<file path="config.mk">
export PLATFORM = sky130hd
export DESIGN_NAME = uart_rx
export DESIGN_NICKNAME = d
export VERILOG_FILES = /design/src/rtl/uart_pkg.sv /design/src/rtl/sync_2ff.sv /design/src/rtl/uart_rx.sv
export SDC_FILE = /design/constraint.sdc
export NUM_CORES = 1
export LEC_CHECK = 0
export ABC_AREA = 1
export CAP_MARGIN = 20
export CORE_MARGIN = 1.5
export CORE_UTILIZATION = 40
export CTS_CLUSTER_SIZE = 30
export DETAILED_ROUTE_END_ITERATION = 10
export GPL_TIMING_DRIVEN = 0
export HOLD_SLACK_MARGIN = 0.03
export PLACE_DENSITY = 0.68
export SLEW_MARGIN = 15
export SYNTH_ARGS = -nofsm -noshare
export SYNTH_HDL_FRONTEND = slang
export SYNTH_HIERARCHICAL = 1
export SYNTH_SLANG_ARGS = --single-unit
</file>
<file path="constraint.sdc">
create_clock -name clk -period 2.3 [get_ports clk]
set_clock_uncertainty 0.05 [all_clocks]
set_input_delay 0.345 -clock clk [delete_from_list [all_inputs] [get_ports clk]]
set_output_delay 0.345 -clock clk [all_outputs]
set_load 0.05 [all_outputs]
</file>
<file path="src/rtl/uart_pkg.sv">
// uart_pkg: shared state encoding and defaults for the UART blocks
package uart_pkg;
    typedef enum logic [1:0] {IDLE, START, DATA, STOP} state_t;
    localparam int MIN_CPB = 4;
    localparam int DEF_CPB_W = 10;
    localparam int DEF_DATA_W = 8;
endpackage

</file>
<file path="src/rtl/sync_2ff.sv">
// sync_2ff: two-flop synchronizer resetting to 1 (idle serial line)
module sync_2ff (
    input  logic clk,
    input  logic rst,
    input  logic d,
    output logic q
);
    logic m;
    always_ff @(posedge clk)
        if (rst) {m, q} <= 2'b11;
        else     {m, q} <= {d, m};
endmodule

</file>
<file path="src/rtl/uart_rx.sv">
// uart_rx: 8N1 LSB-first receiver with run-time bit period, valid and framing-error strobes
module uart_rx
    import uart_pkg::*;
#(
    parameter int CPB_W = DEF_CPB_W,
    parameter int DATA_W = DEF_DATA_W
) (
    input  logic              clk,
    input  logic              rst,
    input  logic [CPB_W-1:0]  clk_per_bit,
    input  logic              rx,
    output logic [DATA_W-1:0] data,
    output logic              valid,
    output logic              frame_err,
    output logic              busy
);
    localparam int IDX_W = $clog2(DATA_W);
    state_t             state;
    logic               rx_s;
    logic [CPB_W-1:0]   cnt;
    logic [CPB_W-1:0]   n;
    logic [IDX_W-1:0]   idx;
    logic [DATA_W-1:0]  sh;
    sync_2ff u_sync (.clk(clk), .rst(rst), .d(rx), .q(rx_s));
    // n is captured at start detection so mid-frame period changes are ignored
    always_ff @(posedge clk) begin
        if (rst) begin
            state     <= IDLE;
            data      <= '0;
            valid     <= 1'b0;
            frame_err <= 1'b0;
            busy      <= 1'b0;
            cnt       <= '0;
            n         <= '0;
            idx       <= '0;
            sh        <= '0;
        end else begin
            valid     <= 1'b0;
            frame_err <= 1'b0;
            case (state)
                IDLE:
                    if (!rx_s && clk_per_bit >= CPB_W'(MIN_CPB)) begin
                        state <= START;
                        n     <= clk_per_bit;
                        cnt   <= (clk_per_bit >> 1) - CPB_W'(1);
                        busy  <= 1'b1;
                    end
                START:
                    if (cnt != '0) cnt <= cnt - CPB_W'(1);
                    else if (rx_s) begin
                        state <= IDLE;
                        busy  <= 1'b0;
                    end else begin
                        state <= DATA;
                        cnt   <= n - CPB_W'(1);
                        idx   <= '0;
                    end
                DATA:
                    if (cnt != '0) cnt <= cnt - CPB_W'(1);
                    else begin
                        sh  <= {rx_s, sh[DATA_W-1:1]};
                        cnt <= n - CPB_W'(1);
                        idx <= idx + IDX_W'(1);
                        if (idx == IDX_W'(DATA_W - 1)) state <= STOP;
                    end
                STOP:
                    if (cnt != '0) cnt <= cnt - CPB_W'(1);
                    else begin
                        state <= IDLE;
                        busy  <= 1'b0;
                        if (rx_s) begin
                            data  <= sh;
                            valid <= 1'b1;
                        end else frame_err <= 1'b1;
                    end
                default: state <= IDLE;
            endcase
        end
    end
endmodule

</file>
# Word-level counts from Yosys, hierarchy flattened
# Cells that the tools add are included.
word_totals:
  input_bits: 13
  elab_cells: 69
  register_bits: 46
op_classes:
  reduce_logical: 14
  n_eq_ne: 13
  order_cmp: 1
  n_mux: 24
  n_addsub: 4
  bitwise: 2
op_table:
  columns: ["op", "n"]
  rows:
  - ["$mux W10", 5]
  - ["$pmux W10 S4", 1]
  - ["$sub A10 B1 Y10 const B", 2]
  - ["$ne A2 B2 Y1 const B", 7]
  - ["$mux W2", 6]
  - ["$ge A10 B3 Y1 const B", 1]
  - ["$reduce_and A5 Y1", 2]
  - ["$reduce_bool A10 Y1", 1]
  - ["$sub A9 B1 Y10 const B", 1]
  - ["$mux W3", 3]
  - ["$pmux W2 S4", 1]
  - ["$mux W1", 6]
  - ["$pmux W3 S2", 1]
  - ["$reduce_and A3 Y1", 2]
  - ["$eq A2 B2 Y1 const B", 2]
  - ["$reduce_and A2 Y1", 2]
  - ["$reduce_and A4 Y1", 1]
  - ["$add A3 B1 Y3 const B", 1]
  - ["$eq A3 B3 Y1 const B", 1]
  - ["$ne A3 B3 Y1 const B", 1]
  - ["$pmux W1 S3", 1]
  - ["$reduce_bool A3 Y1", 1]
  - ["$reduce_or A3 Y1", 1]
  - ["$eq A2 B1 Y1 const B", 1]
  - ["other kinds (6)", 7]

# Depth between registers and ports, before layout
depth:
  depth_word: 4
  depth_mapped: 12
  depth_no_buf: 11

# Modules after synthesis
# The synthesis kept the hierarchy.
by_module_without_submodules:
  columns: ["module", "seq_area_each_um2", "n_inst", "cells_each", "area_each_um2"]
  rows:
  - ["uart_rx", 880.8, 1, 394, 2586.2]
  - ["sync_2ff", 40.0, 1, 7, 58.8]

# Worst setup path before layout
# No wires, ideal clock.
synth_timing:
  path_kind: "register to register"
  from: "reg cnt[0]"
  to: "reg data[0]"
  path_stages_with_launch: 12
  arrival_ps: 1548
  setup_ps: 128
  n_path_buf: 2
  setup_slack_ps: 575
  path_cell_list: "dfxtp_1 inv_1 ha_1 nand2_2 nor2_4 nand2_2 buf_6 nor2_8 nand2_4 buf_6 a21oi_1 nor2_1"
synth_between:
  elab_chain_cells: 3
synth_rtl:
  columns: ["element", "line_no", "text"]
  rows:
  - ["start: declaration", "uart_rx.sv:20", "logic [CPB_W-1:0] cnt;"]
  - ["start signal: assignment", "uart_rx.sv:45", "cnt <= (clk_per_bit >> 1) - CPB_W'(1);"]
  - ["start signal: assignment", "uart_rx.sv:49", "if (cnt != '0) cnt <= cnt - CPB_W'(1);"]
  - ["start signal: assignment", "uart_rx.sv:55", "cnt <= n - CPB_W'(1);"]
  - ["$reduce_bool A10 Y1", "uart_rx.sv:67", "if (cnt != '0) cnt <= cnt - CPB_W'(1);"]
  - ["$not A1 Y1 (no line)", null, null]
  - ["$reduce_and A3 Y1 (no line)", null, null]
  - ["end signal: assignment", "uart_rx.sv:72", "data <= sh;"]
  - ["end: declaration", "uart_rx.sv:12", "output logic [DATA_W-1:0] data,"]
# Every way passes these cells.
# A chain may end at the register's enable or synchronous reset.

# Worst setup path in the final report
layout_timing:
  from: "reg cnt[0]"
  to: "reg sh[4]"
layout_between:
  elab_chain_cells: 3
layout_rtl:
  columns: ["element", "line_no", "text"]
  rows:
  - ["$reduce_bool A10 Y1", "uart_rx.sv:59", "if (cnt != '0) cnt <= cnt - CPB_W'(1);"]
  - ["$not A1 Y1 (no line)", null, null]
  - ["$reduce_and A2 Y1 (no line)", null, null]
  - ["end signal: assignment", "uart_rx.sv:61", "sh <= {rx_s, sh[DATA_W-1:1]};"]
  - ["end: declaration", "uart_rx.sv:23", "logic [DATA_W-1:0] sh;"]
# Every way passes these cells.

==> summary.txt <==
status -> finished, final reports clean
vias in the first global route -> 2459
Rel. slew slack -> 0.6462
CTS sink count -> 46
DIE AREA -> 7109 µm²
RSZ-0062 raised after global routing -> false
Worst Slack Setup Final -> 0.2133 ns
total power -> 3.470 mW
post-place setup slack -> 0.04748 ns
share of cells above drive strength 1 -> 0.06019
Seq/Total Area, Yosys -> 0.3482
Critical Path Start Type -> register
row count -> 29
pin count of the biggest net entering global routing -> 17
synthesized flop and latch total -> 46
Layout Utilization -> 0.4814
first-pass GRT wire length -> 11270 µm
top cells by area, synth -> dfxtp_1, nand2_1, nor2_1
nets -> 453
vias per cell -> 5.100
1st-iter DRT viols -> 135
Top Ports -> 24
GRT Overall Usage -> 0.1975
worst skew pair latency -> 0.31 ns
Synth top area share -> 0.3482
GRT Residual Overflow -> 0
crit-path max FO -> 10
Critical path origin -> cnt[0]
fmax -> 479.2 MHz
clk slew on worst S/H paths -> 0.10 ns
RR Startpoint -> cnt[0]
Post-Syn Area per Cell -> 6.596 µm²
final hold slack -> 0.3581 ns
chip width -> 84.32 µm
CTS tree -> built
critical path class -> register to register
CP Capture Type -> register
port bufs -> 23
CP Data Arrival Time -> 2.24 ns
diode count -> 0
drt pass-1 iters -> 5
Hold Crit Class -> register to register
VDD IR max -> 686.6 µV
hold_sp -> u_sync/m
via count -> 2596
LEAKAGE -> 1.324 nW
Final min period -> 2.087 ns
worst-margin pin slew -> 0.5290 ns
area leader, netlist -> dfxtp_1
Yosys cell types -> 31
final-report setup violation count -> 0
Max H-tree Level -> 2
CTS root buf -> clkbuf_8
hold_buf cts -> 0
Post-DRT Antenna Nets -> 0
wire length after detailed routing -> 6759 µm
Core ar. -> 6386 µm²
P per Cell Area -> 1129 nW/µm²
DP HPWL -> 5073 µm
CTS max path bufs -> 2
antenna violations before repair -> 0
Die Ht -> 84.32 µm
Mapped Cells -> 401
fillcell total -> 664
Hold Fails Final Rpt -> 0
syn_nets -> 423
Required @ worst endpoint -> 2.46 ns
Area Growth Syn to Fin -> 16.23%
Max Cap Viol -> 0
GPL Wtd Cong -> 0.8948
Ys Warns -> 6
setup TNS -> 0 ns
clock buffer count from CTS -> 5
DRC -> 0
final worst path period share -> 0.9073
max-slew violations -> 0
Synth Cell Area -> 2645 µm²
setup bufs post-CTS -> 0
Initial Utilization -> 0.4142
Wirelength per Cell -> 13.28 µm
-- registers in the layout, indices dropped and copies added (netlist names), named ones only --
name	flops
idx	3
sh	8
valid	1
cnt	10
u_sync/m	1
state	1
data	8
frame_err	1
n	10
u_sync/q	1
busy	1
-- cell families after synthesis --
logic type	count (synthesis)	synth area share
AND/OR/NAND/NOR	200	0.3254
XOR/XNOR	8	0.02649
adder cells (fa/ha/maj)	9	0.04257
AO/OA/AOI/OAI	77	0.1589
flip-flops	46	0.3482
buffers and inverters	61	0.09839
-- synthesized netlist by cell type (all sizes together) --
| master | number |
|---|---|
| xor2 | 7 |
| a21oi | 43 |
| a22oi | 2 |
| dfxtp | 46 |
| o21bai | 2 |
| o211a | 1 |
| buf | 6 |
| o21ai | 27 |
| inv | 47 |
| nor3 | 5 |
| clkbuf | 7 |
| nand3b | 1 |
| nand2 | 92 |
| a221oi | 1 |
| nand4 | 7 |
| xnor2 | 1 |
| a31oi | 1 |
| clkinv | 1 |
| nor2 | 63 |
| nor4 | 1 |
| ha | 9 |
| nand3 | 31 |
-- layer usage --
metal	global-route usage	vias up	routed length, µm
li1	-	1353	-
met1	0.2489	1176	3104
met2	0.3469	58	3280
met3	0.03736	9	301
met4	0.04918	0	72
met5	0	-	0
-- worst max-delay path, stage by stage (launching register included) --
cell,delay (ns)
dfxtp_1,0.34
inv_1,0.15
ha_2,0.26
nand2_2,0.10
nor2_4,0.18
nand2_2,0.10
clkinvlp_4,0.21
nand2_1,0.16
buf_4,0.20
o21ai_0,0.17
a21oi_1,0.05
-- final timing paths --
| kind | endpoint | slack [ns] | depth (start not counted) |
|---|---|---|---|
| max | sh[4] | 0.21 | 10 |
| min | u_sync/q | 0.36 | 2 |
| max reg2reg | sh[4] | 0.21 | 10 |
| min reg2reg | u_sync/q | 0.36 | 2 |
-- per-stage QoR --
stage,cells,instance area (µm²)
4_1_cts,509,3065
3_3_place_gp,501,2972
3_5_place_dp,501,2972
6_report,509,3074
2_1_floorplan,401,2645
5_1_grt,509,3074
-- timing repair --
item	CTS	global route
hold endpoints to repair	0	0
resized for setup	0	3
setup endpoints to repair	0	8
-- power breakdown --
part	internal, mW	leakage [nW]	switching, mW	total (mW)
logic	0.649	0.905	1.26	1.91
registers	0.914	0.374	0.109	1.02
clock network	0.220	0.0447	0.316	0.536
-- layout make-up --
cell class,count,area [µm²],share of cell area
clock buffer,5,68.82,0.02239
timing repair buffer,23,230.2,0.07489
sequential,46,920.9,0.2996
inverter,48,183.9,0.05983
clock inverter,3,25.02,0.008140
buffer,13,80.08,0.02605
tap,77,96.34,0.03134
multi-input combinational,294,1469,0.4778
-- cells in the final DEF (no fill, tap or decap), types with 2 or more instances in the layout --
cell,count
nor2_2,3
a22oi_1,2
xor2_1,7
nand3_1,31
o21bai_1,2
nand4_1,7
clkbuf_8,5
o21ai_0,26
buf_4,2
dfxtp_1,46
clkinvlp_4,2
ha_1,8
nor3_1,5
clkbuf_1,7
inv_1,47
buf_6,3
clkdlybuf4s50_1,23
a21oi_1,42
nand2_2,2
nand2_1,89
nor2_1,58
Power figures use the tool's default switching activity.
